===== config.mk =====
export PLATFORM = sky130hd
export DESIGN_NAME = entry_exit_detector
export DESIGN_NICKNAME = d
export VERILOG_FILES = /design/src/rtl/occupancy_pkg.sv /design/src/rtl/input_debouncer.sv /design/src/rtl/entry_exit_detector.sv
export SDC_FILE = /design/constraint.sdc
export NUM_CORES = 1
export LEC_CHECK = 0
export ABC_AREA = 1
export BUFFER_PORTS_ARGS = -buffer_cell sky130_fd_sc_hd__buf_2
export CAP_MARGIN = 0
export CORE_MARGIN = 2
export CORE_UTILIZATION = 29
export DETAILED_ROUTE_END_ITERATION = 16
export MAX_ROUTING_LAYER = met4
export PLACE_DENSITY_LB_ADDON = 0.25
export SLEW_MARGIN = 20
export SYNTH_ARGS = -nofsm -noshare
export SYNTH_HDL_FRONTEND = slang
export SYNTH_HIERARCHICAL = 1
export SYNTH_SLANG_ARGS = --single-unit

===== constraint.sdc =====
create_clock -name clk -period 3.14 [get_ports clk]
set_clock_uncertainty 0.05 [all_clocks]
set_input_delay 0.628 -clock clk [delete_from_list [all_inputs] [get_ports clk]]
set_output_delay 0.628 -clock clk [all_outputs]
set_load 0.05 [all_outputs]

===== src/rtl/occupancy_pkg.sv =====
// ----------------------------------------------------------------------------
// occupancy_pkg
// Shared definitions for the doorway occupancy path: the entry/exit FSM state
// encoding and the default debounce / timeout lengths. The occupancy counter
// and its bench pick up the same defaults from here.
// ----------------------------------------------------------------------------
package occupancy_pkg;

    localparam int DEFAULT_DEBOUNCE_CYCLES = 4;
    localparam int DEFAULT_TIMEOUT_CYCLES  = 64;

    localparam logic [2:0] ST_IDLE       = 3'd0;
    localparam logic [2:0] ST_A_FIRST    = 3'd1;
    localparam logic [2:0] ST_AB_BOTH    = 3'd2;
    localparam logic [2:0] ST_A_CLEAR    = 3'd3;
    localparam logic [2:0] ST_B_FIRST    = 3'd4;
    localparam logic [2:0] ST_BA_BOTH    = 3'd5;
    localparam logic [2:0] ST_B_CLEAR    = 3'd6;
    localparam logic [2:0] ST_WAIT_CLEAR = 3'd7;

    typedef enum logic [2:0] {
        S_IDLE       = ST_IDLE,
        S_A_FIRST    = ST_A_FIRST,
        S_AB_BOTH    = ST_AB_BOTH,
        S_A_CLEAR    = ST_A_CLEAR,
        S_B_FIRST    = ST_B_FIRST,
        S_BA_BOTH    = ST_BA_BOTH,
        S_B_CLEAR    = ST_B_CLEAR,
        S_WAIT_CLEAR = ST_WAIT_CLEAR
    } crossing_state_t;

endpackage


===== src/rtl/input_debouncer.sv =====
// ----------------------------------------------------------------------------
// input_debouncer
// Two-flop synchroniser followed by a level debouncer for one raw sensor.
// The filtered level follows the synchronised input only after it has
// disagreed with the current level for DEBOUNCE_CYCLES consecutive cycles;
// any agreeing sample restarts the count.
//
// Ports:
//   clk    in  system clock, rising edge
//   reset  in  asynchronous active-high reset
//   raw    in  raw sensor, asynchronous to clk (1 = beam blocked)
//   level  out debounced, clk-synchronous sensor level
// ----------------------------------------------------------------------------
module input_debouncer
    import occupancy_pkg::*;
#(
    parameter int DEBOUNCE_CYCLES = DEFAULT_DEBOUNCE_CYCLES
) (
    input  logic clk,
    input  logic reset,
    input  logic raw,
    output logic level
);

    localparam int CW = $clog2(DEBOUNCE_CYCLES + 1);
    localparam logic [CW-1:0] CNT_LAST = CW'(DEBOUNCE_CYCLES - 1);

    logic          sync_meta;
    logic          sync_out;
    logic [CW-1:0] stable_cnt;

    always_ff @(posedge clk or posedge reset) begin
        if (reset) begin
            sync_meta <= 1'b0;
            sync_out  <= 1'b0;
        end else begin
            sync_meta <= raw;
            sync_out  <= sync_meta;
        end
    end

    // The count never exceeds CNT_LAST: the level flips on the sample that
    // would complete the run, which also restarts the count.
    always_ff @(posedge clk or posedge reset) begin
        if (reset) begin
            level      <= 1'b0;
            stable_cnt <= '0;
        end else if (sync_out == level) begin
            stable_cnt <= '0;
        end else if (stable_cnt >= CNT_LAST) begin
            level      <= sync_out;
            stable_cnt <= '0;
        end else begin
            stable_cnt <= stable_cnt + 1'b1;
        end
    end

endmodule


===== src/rtl/entry_exit_detector.sv =====
// ----------------------------------------------------------------------------
// entry_exit_detector
// Turns two doorway beam sensors (A outside, B inside) into single-cycle
// increment / decrement pulses for the occupancy counter. Only complete
// A->B (entry) or B->A (exit) crossings produce a pulse; one-step reversals
// back up silently, anything else or a stall aborts and waits for 00.
//
// Ports:
//   clk        in  system clock, rising edge
//   reset      in  asynchronous active-high reset
//   sensor_a   in  raw outside sensor (1 = blocked), asynchronous
//   sensor_b   in  raw inside sensor (1 = blocked), asynchronous
//   increment  out one-cycle pulse per completed entry
//   decrement  out one-cycle pulse per completed exit
//   abort      out one-cycle pulse when a crossing is abandoned
//   busy       out high while the FSM is out of IDLE
//
// state       | meaning
// ------------+--------------------------------------------------------
// IDLE        | doorway clear, no crossing in progress
// A_FIRST     | only A blocked, entry started
// AB_BOTH     | both blocked during an entry
// A_CLEAR     | A released, only B blocked, entry about to complete
// B_FIRST     | only B blocked, exit started
// BA_BOTH     | both blocked during an exit
// B_CLEAR     | B released, only A blocked, exit about to complete
// WAIT_CLEAR  | crossing abandoned, waiting for both beams to clear
// ----------------------------------------------------------------------------
module entry_exit_detector
    import occupancy_pkg::*;
#(
    parameter int DEBOUNCE_CYCLES = DEFAULT_DEBOUNCE_CYCLES,
    parameter int TIMEOUT_CYCLES  = DEFAULT_TIMEOUT_CYCLES
) (
    input  logic clk,
    input  logic reset,
    input  logic sensor_a,
    input  logic sensor_b,
    output logic increment,
    output logic decrement,
    output logic abort,
    output logic busy
);

    localparam int TW = $clog2(TIMEOUT_CYCLES + 1);
    localparam logic [TW-1:0] TO_MAX  = TW'(TIMEOUT_CYCLES);
    localparam logic [TW-1:0] TO_LAST = TW'(TIMEOUT_CYCLES - 1);

    logic            level_a;
    logic            level_b;
    logic [1:0]      ab;
    crossing_state_t state;
    crossing_state_t state_next;
    logic [TW-1:0]   tcnt;
    logic            timing_state;
    logic            timeout_hit;
    logic            inc_next;
    logic            dec_next;
    logic            abort_next;

    input_debouncer #(
        .DEBOUNCE_CYCLES (DEBOUNCE_CYCLES)
    ) u_deb_a (
        .clk   (clk),
        .reset (reset),
        .raw   (sensor_a),
        .level (level_a)
    );

    input_debouncer #(
        .DEBOUNCE_CYCLES (DEBOUNCE_CYCLES)
    ) u_deb_b (
        .clk   (clk),
        .reset (reset),
        .raw   (sensor_b),
        .level (level_b)
    );

    assign ab = {level_a, level_b};

    assign timing_state = (state != S_IDLE) && (state != S_WAIT_CLEAR);

    // Firing one count early makes the abort transition land exactly
    // TIMEOUT_CYCLES edges after the state was entered.
    assign timeout_hit = timing_state && (tcnt >= TO_LAST);

    always_ff @(posedge clk or posedge reset) begin
        if (reset) begin
            tcnt <= '0;
        end else if (state_next != state) begin
            tcnt <= '0;
        end else if (timing_state && (tcnt != TO_MAX)) begin
            tcnt <= tcnt + 1'b1;
        end
    end

    always_ff @(posedge clk or posedge reset) begin
        if (reset) begin
            state <= S_IDLE;
        end else begin
            state <= state_next;
        end
    end

    // A timeout only applies while the pattern holds; a pattern change in
    // the same cycle is taken as the real event.
    always_comb begin
        state_next = state;
        inc_next   = 1'b0;
        dec_next   = 1'b0;
        abort_next = 1'b0;
        case (state)
            S_IDLE: begin
                case (ab)
                    2'b10: state_next = S_A_FIRST;
                    2'b01: state_next = S_B_FIRST;
                    2'b11: begin
                        state_next = S_WAIT_CLEAR;
                        abort_next = 1'b1;
                    end
                    default: state_next = S_IDLE;
                endcase
            end
            S_A_FIRST: begin
                case (ab)
                    2'b10: begin
                        if (timeout_hit) begin
                            state_next = S_WAIT_CLEAR;
                            abort_next = 1'b1;
                        end
                    end
                    2'b11: state_next = S_AB_BOTH;
                    2'b00: state_next = S_IDLE;
                    default: begin
                        state_next = S_WAIT_CLEAR;
                        abort_next = 1'b1;
                    end
                endcase
            end
            S_AB_BOTH: begin
                case (ab)
                    2'b11: begin
                        if (timeout_hit) begin
                            state_next = S_WAIT_CLEAR;
                            abort_next = 1'b1;
                        end
                    end
                    2'b01: state_next = S_A_CLEAR;
                    2'b10: state_next = S_A_FIRST;
                    default: begin
                        state_next = S_WAIT_CLEAR;
                        abort_next = 1'b1;
                    end
                endcase
            end
            S_A_CLEAR: begin
                case (ab)
                    2'b01: begin
                        if (timeout_hit) begin
                            state_next = S_WAIT_CLEAR;
                            abort_next = 1'b1;
                        end
                    end
                    2'b00: begin
                        state_next = S_IDLE;
                        inc_next   = 1'b1;
                    end
                    2'b11: state_next = S_AB_BOTH;
                    default: begin
                        state_next = S_WAIT_CLEAR;
                        abort_next = 1'b1;
                    end
                endcase
            end
            S_B_FIRST: begin
                case (ab)
                    2'b01: begin
                        if (timeout_hit) begin
                            state_next = S_WAIT_CLEAR;
                            abort_next = 1'b1;
                        end
                    end
                    2'b11: state_next = S_BA_BOTH;
                    2'b00: state_next = S_IDLE;
                    default: begin
                        state_next = S_WAIT_CLEAR;
                        abort_next = 1'b1;
                    end
                endcase
            end
            S_BA_BOTH: begin
                case (ab)
                    2'b11: begin
                        if (timeout_hit) begin
                            state_next = S_WAIT_CLEAR;
                            abort_next = 1'b1;
                        end
                    end
                    2'b10: state_next = S_B_CLEAR;
                    2'b01: state_next = S_B_FIRST;
                    default: begin
                        state_next = S_WAIT_CLEAR;
                        abort_next = 1'b1;
                    end
                endcase
            end
            S_B_CLEAR: begin
                case (ab)
                    2'b10: begin
                        if (timeout_hit) begin
                            state_next = S_WAIT_CLEAR;
                            abort_next = 1'b1;
                        end
                    end
                    2'b00: begin
                        state_next = S_IDLE;
                        dec_next   = 1'b1;
                    end
                    2'b11: state_next = S_BA_BOTH;
                    default: begin
                        state_next = S_WAIT_CLEAR;
                        abort_next = 1'b1;
                    end
                endcase
            end
            S_WAIT_CLEAR: begin
                if (ab == 2'b00) begin
                    state_next = S_IDLE;
                end
            end
            default: state_next = S_IDLE;
        endcase
    end

    always_ff @(posedge clk or posedge reset) begin
        if (reset) begin
            increment <= 1'b0;
            decrement <= 1'b0;
            abort     <= 1'b0;
            busy      <= 1'b0;
        end else begin
            increment <= inc_next;
            decrement <= dec_next;
            abort     <= abort_next;
            busy      <= (state_next != S_IDLE);
        end
    end

endmodule


* Yosys cells after proc, flatten, opt, wreduce, memory -nomap -nowiden
Index checks and enable logic that the tools add are counted.
** Word-level totals
- Register bits :: 26
- Output and inout bits :: 4
- Word-level logic and storage cells :: 77
** Cells by class
- Add/sub/neg operators :: 3
- Order comparisons :: 3
- Equality and inequality tests :: 15
- Mux-type cells :: 25
- Bitwise gates (word level) :: 2
- Reduce and logical (&&, ||, !) cells :: 15
** Operator list (number)
- $pmux W3 S3 :: 7
- $pmux W3 S8 :: 1
- $mux W3 :: 6
- $mux W7 :: 2
- $eq A3 B3 Y1 const B :: 4
- $reduce_or A2 Y1 :: 5
- $add A7 B1 Y7 const B :: 1
- $ge A7 B6 Y1 const B :: 1
- $ne A7 B7 Y1 const B :: 1
- $add A3 B1 Y3 const B :: 2
- $eq A3 B2 Y1 const B :: 2
- $ge A3 B2 Y1 const B :: 2
- $pmux W1 S2 :: 3
- $reduce_bool A3 Y1 :: 2
- $mux W1 :: 5
- $eq A2 B2 Y1 const B :: 2
- $pmux W1 S4 :: 1
- $reduce_and A2 Y1 :: 2
- $eq A3 B1 Y1 const B :: 1
- $logic_and A1 B1 Y1 :: 3
- $logic_not A3 Y1 :: 1
- $ne A3 B3 Y1 :: 1
- $ne A3 B3 Y1 const B :: 1
- $eq A1 B1 Y1 :: 2
- other kinds (4) :: 5

* Longest topological paths before layout
Gate-level depths: netlist (run 1).
- Depth after elaboration :: 8
- Depth in mapped cells :: 17
- Mapped depth without buffers :: 17

* By module
The synthesis (run 1) kept the hierarchy.
** By module, submodules not included
- entry_exit_detector :: times used 1, cells each 198, area each 1306.3 um^2, sequential area each 350.3 um^2
- input_debouncer :: times used 2, cells each 29, area each 265.3 um^2, sequential area each 150.1 um^2

* Least setup slack after synthesis (run 1)
OpenSTA, ideal clock, no wires.
- Kind :: reg-to-reg
- Start :: register u_deb_a.level
- End :: register tcnt[0]
- Library setup time :: 0.073 ns
- Arrival time :: 1.906 ns
- Setup slack :: 1.111 ns
- Cell stages (with the launch flop) :: 13
- Buffers on the path :: 0
- Period minus slack after synthesis :: 2.029 ns
- Cells stage by stage :: dfrtp_1 -> inv_1 -> ha_1 -> or2_2 -> nand2_1 -> nand2_1 -> nand2_1 -> nor2_4 -> nand3_2 -> nand2_1 -> nand2_1 -> nand3_2 -> nor2_1
** On the way
- Cells in the longest elaborated chain, start to end :: 5
- Elaborated cells on any way between the ends :: 16
- Classes of those cells :: eq/ne: 4; mux: 10; reduce/logical: 2
** RTL lines
- start: declaration :: RTL line input_debouncer.sv:22 : output logic level
- start signal: assignment :: RTL line input_debouncer.sv:51 : level <= sync_out;
- $eq A2 B2 Y1, or another cell as far along
- $pmux W3 S3, or another cell as far along :: RTL line entry_exit_detector.sv:208 : case (ab)
- $pmux W3 S8 (*) :: RTL line entry_exit_detector.sv:112 : case (state)
- net state_next[0] :: RTL line entry_exit_detector.sv:53 : crossing_state_t state_next;
- $ne A3 B3 Y1 (*) :: RTL line entry_exit_detector.sv:90 : end else if (state_next != state) begin
- $mux W7 / $reduce_bool A2 Y1 (equally long branches)
- end signal: assignment :: RTL line entry_exit_detector.sv:93 : tcnt <= tcnt + 1'b1;
- end: declaration :: RTL line entry_exit_detector.sv:54 : logic [TW-1:0] tcnt;
The timed path passes the listed nets; every way through them passes the cells marked *.
A chain may end at the register's enable or synchronous reset.

* Final worst setup path (run 1)
- Start :: register u_deb_a.level
- End :: register tcnt[1]
Same word-level chain as after synthesis.

==> results.yml, run 1 <==
sta:
  fin_crit_ns: 2.31
  worst_slew_pin_slew_ns: 0.541
  maxSlewHeadroom_pct: 63.9
  clock.fmax_mhz: 433
  slew_viol_final: 0
  rsz0062_at_grt: "no"
  finalCritPeriodShare_pct: 73.5
  tns_ns: 0
  hold_viol: 0
  setup_violations: 0
  holdWs_ns: 0.232
  worst_slack_ns: 0.832
logic_synthesis:
  syn_area_sq_mm: 0.00184
  synth_top_area_cell: "dfrtp_1"
  ys_ff_latch: 26
  synth-edff-count: 0
  syn-instance-count: 256
  avgSynthCellArea_sq_um: 7.17
  synth_cell_types: 28
  synth_area_leaders: "dfrtp_1 (35%), nand2_1 (17%), ha_1 (8.9%)"
  synth_async_sr_flop_share_pct: 100
  synth_most_common_cell: "nand2_1"
  yosysSeqAreaShare_pct: 35.4
  ys.warnings.count: 6
  ys_top_cells_by_count: "nand2_1 (81), nor2_1 (35), inv_1 (32), dfrtp_1 (26), nand3_1 (19)"
  yosysTopAreaCellShare_pct: 35.4
  synth_nets: 273
  yosys_most_used_dff: "dfrtp_1"
cts:
  cts_tree: "built"
  root_buffer: "clkbuf_8"
  cts_sinks: 26
  post_cts_buffers: 0
  clk_pin_slew_ns: 0.09
  insertion_delay_ns: 0.27
  htree_num_levels: 1
  ctsResizeCount: 0
  cts_hold_buf: 0
  clockBufferDepth: 2
  cts_inserted_buffers: 3
critical_path:
  cp_max_fo: 11
  cpMostUsedCell: "nand2_1"
  worstSetupStartpointType: "flip-flop"
  slowest_delay_ns: 0.55
  rr_worst_depth: 12
  path_cells: "inv_1 -> ha_1 -> or2_2 -> nand2_1 -> nand2_1 -> nand2_1 -> nor2_4 -> nand3_2 -> nand2_1 -> nand2_1 -> nand3_2 -> nor2_1"
  r2r-start: "u_deb_a/level"
  r2r_setup_slack_ns: 0.83
  worstPathArrival_ns: 2.46
  r2r_end: "tcnt[1]"
  cp-end-kind: "flip-flop"
  cp.required_ns: 3.29
  worstSetupStartpoint: "u_deb_a/level"
  critical_path_class: "flip-flop to flip-flop"
  crit_slowest_cell: "dfrtp_1"
power_and_ir_drop:
  swShare_pct: 51.5
  ir_drop_v: 0.000349
  switchingPower_mw: 0.917
  total_leakage_power_nw: 1.07
  powerDensity_mw_per_mm2: 892
  clkPwrFrac_pct: 10.5
  p_seq_share_pct: 28.4
  internal-power_mw: 0.865
  pwr-share-comb_pct: 61.1
min_path:
  worstHoldPathType: "primary input to async pin"
floorplanning:
  die_area_sq_mm: 0.00699
  chipHeight_um: 83.6
  fp.dieW_um: 83.6
  io_pins: 8
  initial_core_util_pct: 30.5
  coreArea_sq_mm: 0.00603
  rows: 28
routing:
  ant_nets: 0
  drtIter0Drc: 112
  first_pass_iters: 4
  drt-vias-per-instance: 4.58
  via_count: 1552
  wl_per_cell_um: 11.0
  drc: 0
  drt-total-wl_um: 3720
outcome:
  outcome: "finished clean"
global_routing:
  antenna_found_initial: 0
  overflow: 0
  grt_max_degree: 15
  grt_pass1_vias: 1523
  grtUsageTotal_pct: 11.5
  grt_pass1_wl_um: 6670
finish:
  regArea_sq_um: 651
  syn2layout_area_growth_pct: 8.79
  fin_util_pct: 33.2
  multiInputGateArea_sq_mm: 0.00105
  nNetsFinal: 283
  drive_gt1_share_pct: 11.4
  num-fill-cells: 656
  n_antenna_cell: 0
placed_design:
  dp_slack_ns: 0.840
  port_buffers: 7
  dpl.hpwl_um: 2950
  place.gp.congestion: 0.910
job:
  drv_cap: 0
[final cells by class]
class                      instances  area share (%)
clock buffer                       3            2.07
inverter                          34            6.39
multi-input combinational        194            52.5
sequential                        26            32.6
tap                               75            4.70
timing repair buffer               7            1.75
[metrics by stage]
step,power [mW],cell area [sq um],instances
CTS,1.79,2000,339
global route,1.98,2000,339
floorplan,1.37,1840,256
finish,1.78,2000,339
detailed placement,1.59,1960,336
global placement,1.61,1960,336
[layer usage]
| metal | part of all wire, % | wire [um] | GRT usage, % | vias to the layer above |
|---|---|---|---|---|
| met5 | 0 | 0 | - | - |
| met4 | 1.0 | 39 | 2.20 | 0 |
| met3 | 4.4 | 162 | 2.08 | 4 |
| met2 | 48 | 1780 | 19.2 | 38 |
| met1 | 47 | 1750 | 14.8 | 690 |
| li1 | - | - | - | 820 |
[power groups by stage]
stage,registers [mW],logic (mW),clock network [mW]
after global placement,0.509,1.10,0
final,0.506,1.09,0.187
after CTS,0.506,1.09,0.195
after detailed placement,0.513,1.08,0
after global routing,0.523,1.25,0.208
after floorplan,0.547,0.821,0
[worst max path at each step]
stage	cells past startpoint	to
floorplan	12	tcnt[0]
global placement	9	busy
detailed placement	12	tcnt[1]
CTS	12	tcnt[1]
global route	12	tcnt[3]
finish	12	tcnt[1]
[layout by cell type (no fill, tap or decap), drive strengths merged, types with 3 or more instances in the layout]
cell type  Yosys  final
nand2         88     88
nor2          42     42
inv           34     34
dfrtp         26     26
nand3         22     22
ha            13     13
buf            1      7
nor3           5      5
xor2           5      5
o21ai          4      4
a21oi          4      4
nand4          3      3
clkbuf         1      3
[flip-flops by register name, indices dropped and copies added, names as in the netlist]
name,cells
state,3
abort,1
u_deb_a/sync_meta,1
tcnt,7
u_deb_a/sync_out,1
u_deb_a/stable_cnt,3
increment,1
u_deb_b/sync_meta,1
decrement,1
u_deb_a/level,1
u_deb_b/level,1
busy,1
u_deb_b/stable_cnt,3
u_deb_b/sync_out,1
[critical path, delay by kind of cell (launching register included)]
kind / cells / cell delay, ns
adders and majority gates: 1 / 0.38
buffers and inverters: 1 / 0.21
DFF: 1 / 0.55
and+or+nand+nor: 10 / 1.04
[cells by family after synthesis]
group / count (synthesis) / synth area share, %
XOR/XNOR: 6 / 2.86
buffers and inverters: 36 / 7.43
AND/OR/NAND/NOR: 162 / 41.3
adder cells (fa/ha/maj): 13 / 8.86
AO/OA/AOI/OAI: 13 / 4.16
flip-flops: 26 / 35.4
Power figures use the tool's default switching activity.
==> inputs of run 2 (changes only) <==
- clock period: 3.14 -> 2.1 ns (I/O delays scaled with it)
==> results.yml, run 2 (same netlist as run 1, synthesis figures left out) <==
sta:
  maxSlewHeadroom_pct: 61.9
  worst_slew_pin_slew_ns: 0.571
  rsz0062_at_grt: "yes"
  finalCritPeriodShare_pct: 99.6
  setup_violations: 0
  fin_crit_ns: 2.09
  slew_viol_final: 0
  clock.fmax_mhz: 478
  hold_viol: 0
critical_path:
  critical_path_class: "flip-flop to flip-flop"
  worstSetupStartpointType: "flip-flop"
  cp.required_ns: 2.21
  worstPathArrival_ns: 2.20
  cp-end-kind: "flip-flop"
  cp_max_fo: 4
routing:
  drtIter0Drc: 77
  drc: 0
  first_pass_iters: 4
  ant_nets: 0
  via_count: 1664
  wl_met1_um: 1940
  wl_met2_um: 2060
  drt-vias-per-instance: 4.56
  drt-total-wl_um: 4200
  dr_wl_met3_um: 157
  wl_per_cell_um: 11.5
  top_layer_used: "met4"
cts:
  htree_num_levels: 1
  cts_inserted_buffers: 3
  clk_pin_slew_ns: 0.09
  cts_tree: "built"
  clockBufferDepth: 2
  insertion_delay_ns: 0.27
  root_buffer: "clkbuf_8"
  cts_sinks: 26
global_routing:
  grt_pass1_vias: 1607
  grt_max_degree: 15
  overflow: 0
  antenna_found_initial: 0
  grt_pass1_wl_um: 7250
  grtUsageTotal_pct: 12.9
outcome:
  outcome: "finished clean"
power_and_ir_drop:
  powerDensity_mw_per_mm2: 1340
  total_leakage_power_nw: 1.21
  ir_drop_v: 0.000554
  power.total_mw: 3.02
floorplanning:
  chipHeight_um: 83.6
  rows: 28
  fp.dieW_um: 83.6
  io_pins: 8
  die_area_sq_mm: 0.00699
  coreArea_sq_mm: 0.00603
  initial_core_util_pct: 30.5
placed_design:
  port_buffers: 7
  dpl.hpwl_um: 3200
  place.gp.congestion: 0.931
  dp_cells: 354
job:
  drv_cap: 0
finish:
  layout_common_cells: "nand2_1 (76), inv_1 (32), nor2_1 (31), dfrtp_1 (26), buf_4 (26)"
  n_antenna_cell: 0
  fin_cells: 365
  num-fill-cells: 655
  final_common_cell: "nand2_1"
  largest_reg_flops: 7
  drive_gt1_share_pct: 23.4
  top_register: "tcnt"
  nNetsFinal: 309
  syn2layout_area_growth_pct: 22.2
min_path:
  worstHoldPathType: "primary input to async pin"
[run 2: cell types whose count changed in the layout (fill, tap and decap cells not counted), moves of 2 or more]
cell,previous run,this run
buf_4,0,26
nand2_1,81,76
nand2_2,3,8
nand3_1,19,17
nor2_1,35,31
nor2_2,2,6
[run 2: worst paths after layout]
check / start / end / slack [ns] / cells past startpoint
worst max-delay path: tcnt[1] / busy / 0.009 / 14
worst min-delay path: reset / u_deb_a/stable_cnt[1] / 0.01 / 2
worst max register to register: tcnt[1] / busy / 0.009 / 14
worst min register to register: u_deb_b/sync_meta / u_deb_b/sync_out / 0.30 / 0
max in group asynchronous: reset / tcnt[2] / 1.47 / 2
min in group clk: sensor_a / u_deb_a/sync_meta / 0.20 / 1
[run 2: layout make-up]
| class | count | area [sq um] | area share [%] |
|---|---|---|---|
| clock buffers | 3 | 41.3 | 1.84 |
| inverters | 34 | 128 | 5.69 |
| multi-input cells | 194 | 1100 | 49.1 |
| flip-flops and latches | 26 | 651 | 29.0 |
| well taps | 75 | 93.8 | 4.18 |
| repair buffers | 33 | 230 | 10.3 |
[run 2: routing by layer]
layer	vias up	GRT usage [%]
met5	-	-
met4	0	1.91
met3	6	2.67
met2	39	21.5
met1	752	16.5
li1	867	-
[run 2: through the flow]
step / worst slack (ns) / setup TNS (ns) / hold slack [ns] / utilization, % / instance area (sq um)
after floorplan: 0.0707 / 0 / 0.161 / - / 1840
after global routing: -0.101 / -0.656 / 0.0304 / 37.3 / 2240
after global placement: -0.00556 / -0.00556 / 0.288 / 34.7 / 2090
after detailed placement: -0.00898 / -0.00898 / 0.286 / 34.7 / 2090
after CTS: 0.00486 / 0 / 0.0102 / 35.5 / 2140
final: 0.00923 / 0 / 0.0125 / 37.3 / 2240
[run 2: what timing repair did]
item                       in CTS  in global routing
setup buffers                   0                  8
hold buffers                    0                  0
gates cloned                    0                  0
gates resized for setup         1                 13
setup endpoints to repair       5                  8
pin swaps                       0                 12
[run 2: worst max-delay path, cell delays in order (launching register included)]
cell     delay, ns
dfrtp_1       0.40
ha_2          0.20
nand2_2       0.07
nand2_1       0.05
nand2_1       0.07
nand2_2       0.09
nand2_8       0.11
nand2_4       0.07
nand3_2       0.06
nand2_1       0.06
nand2_1       0.08
nand3_1       0.10
nor2_2        0.14
nand3_1       0.09
or3_1         0.35
[run 2: power breakdown]
| part | internal, mW | switching [mW] |
|---|---|---|
| Clock | 0.129 | 0.161 |
| Sequential | 0.628 | 0.0717 |
| Combinational | 0.758 | 1.27 |
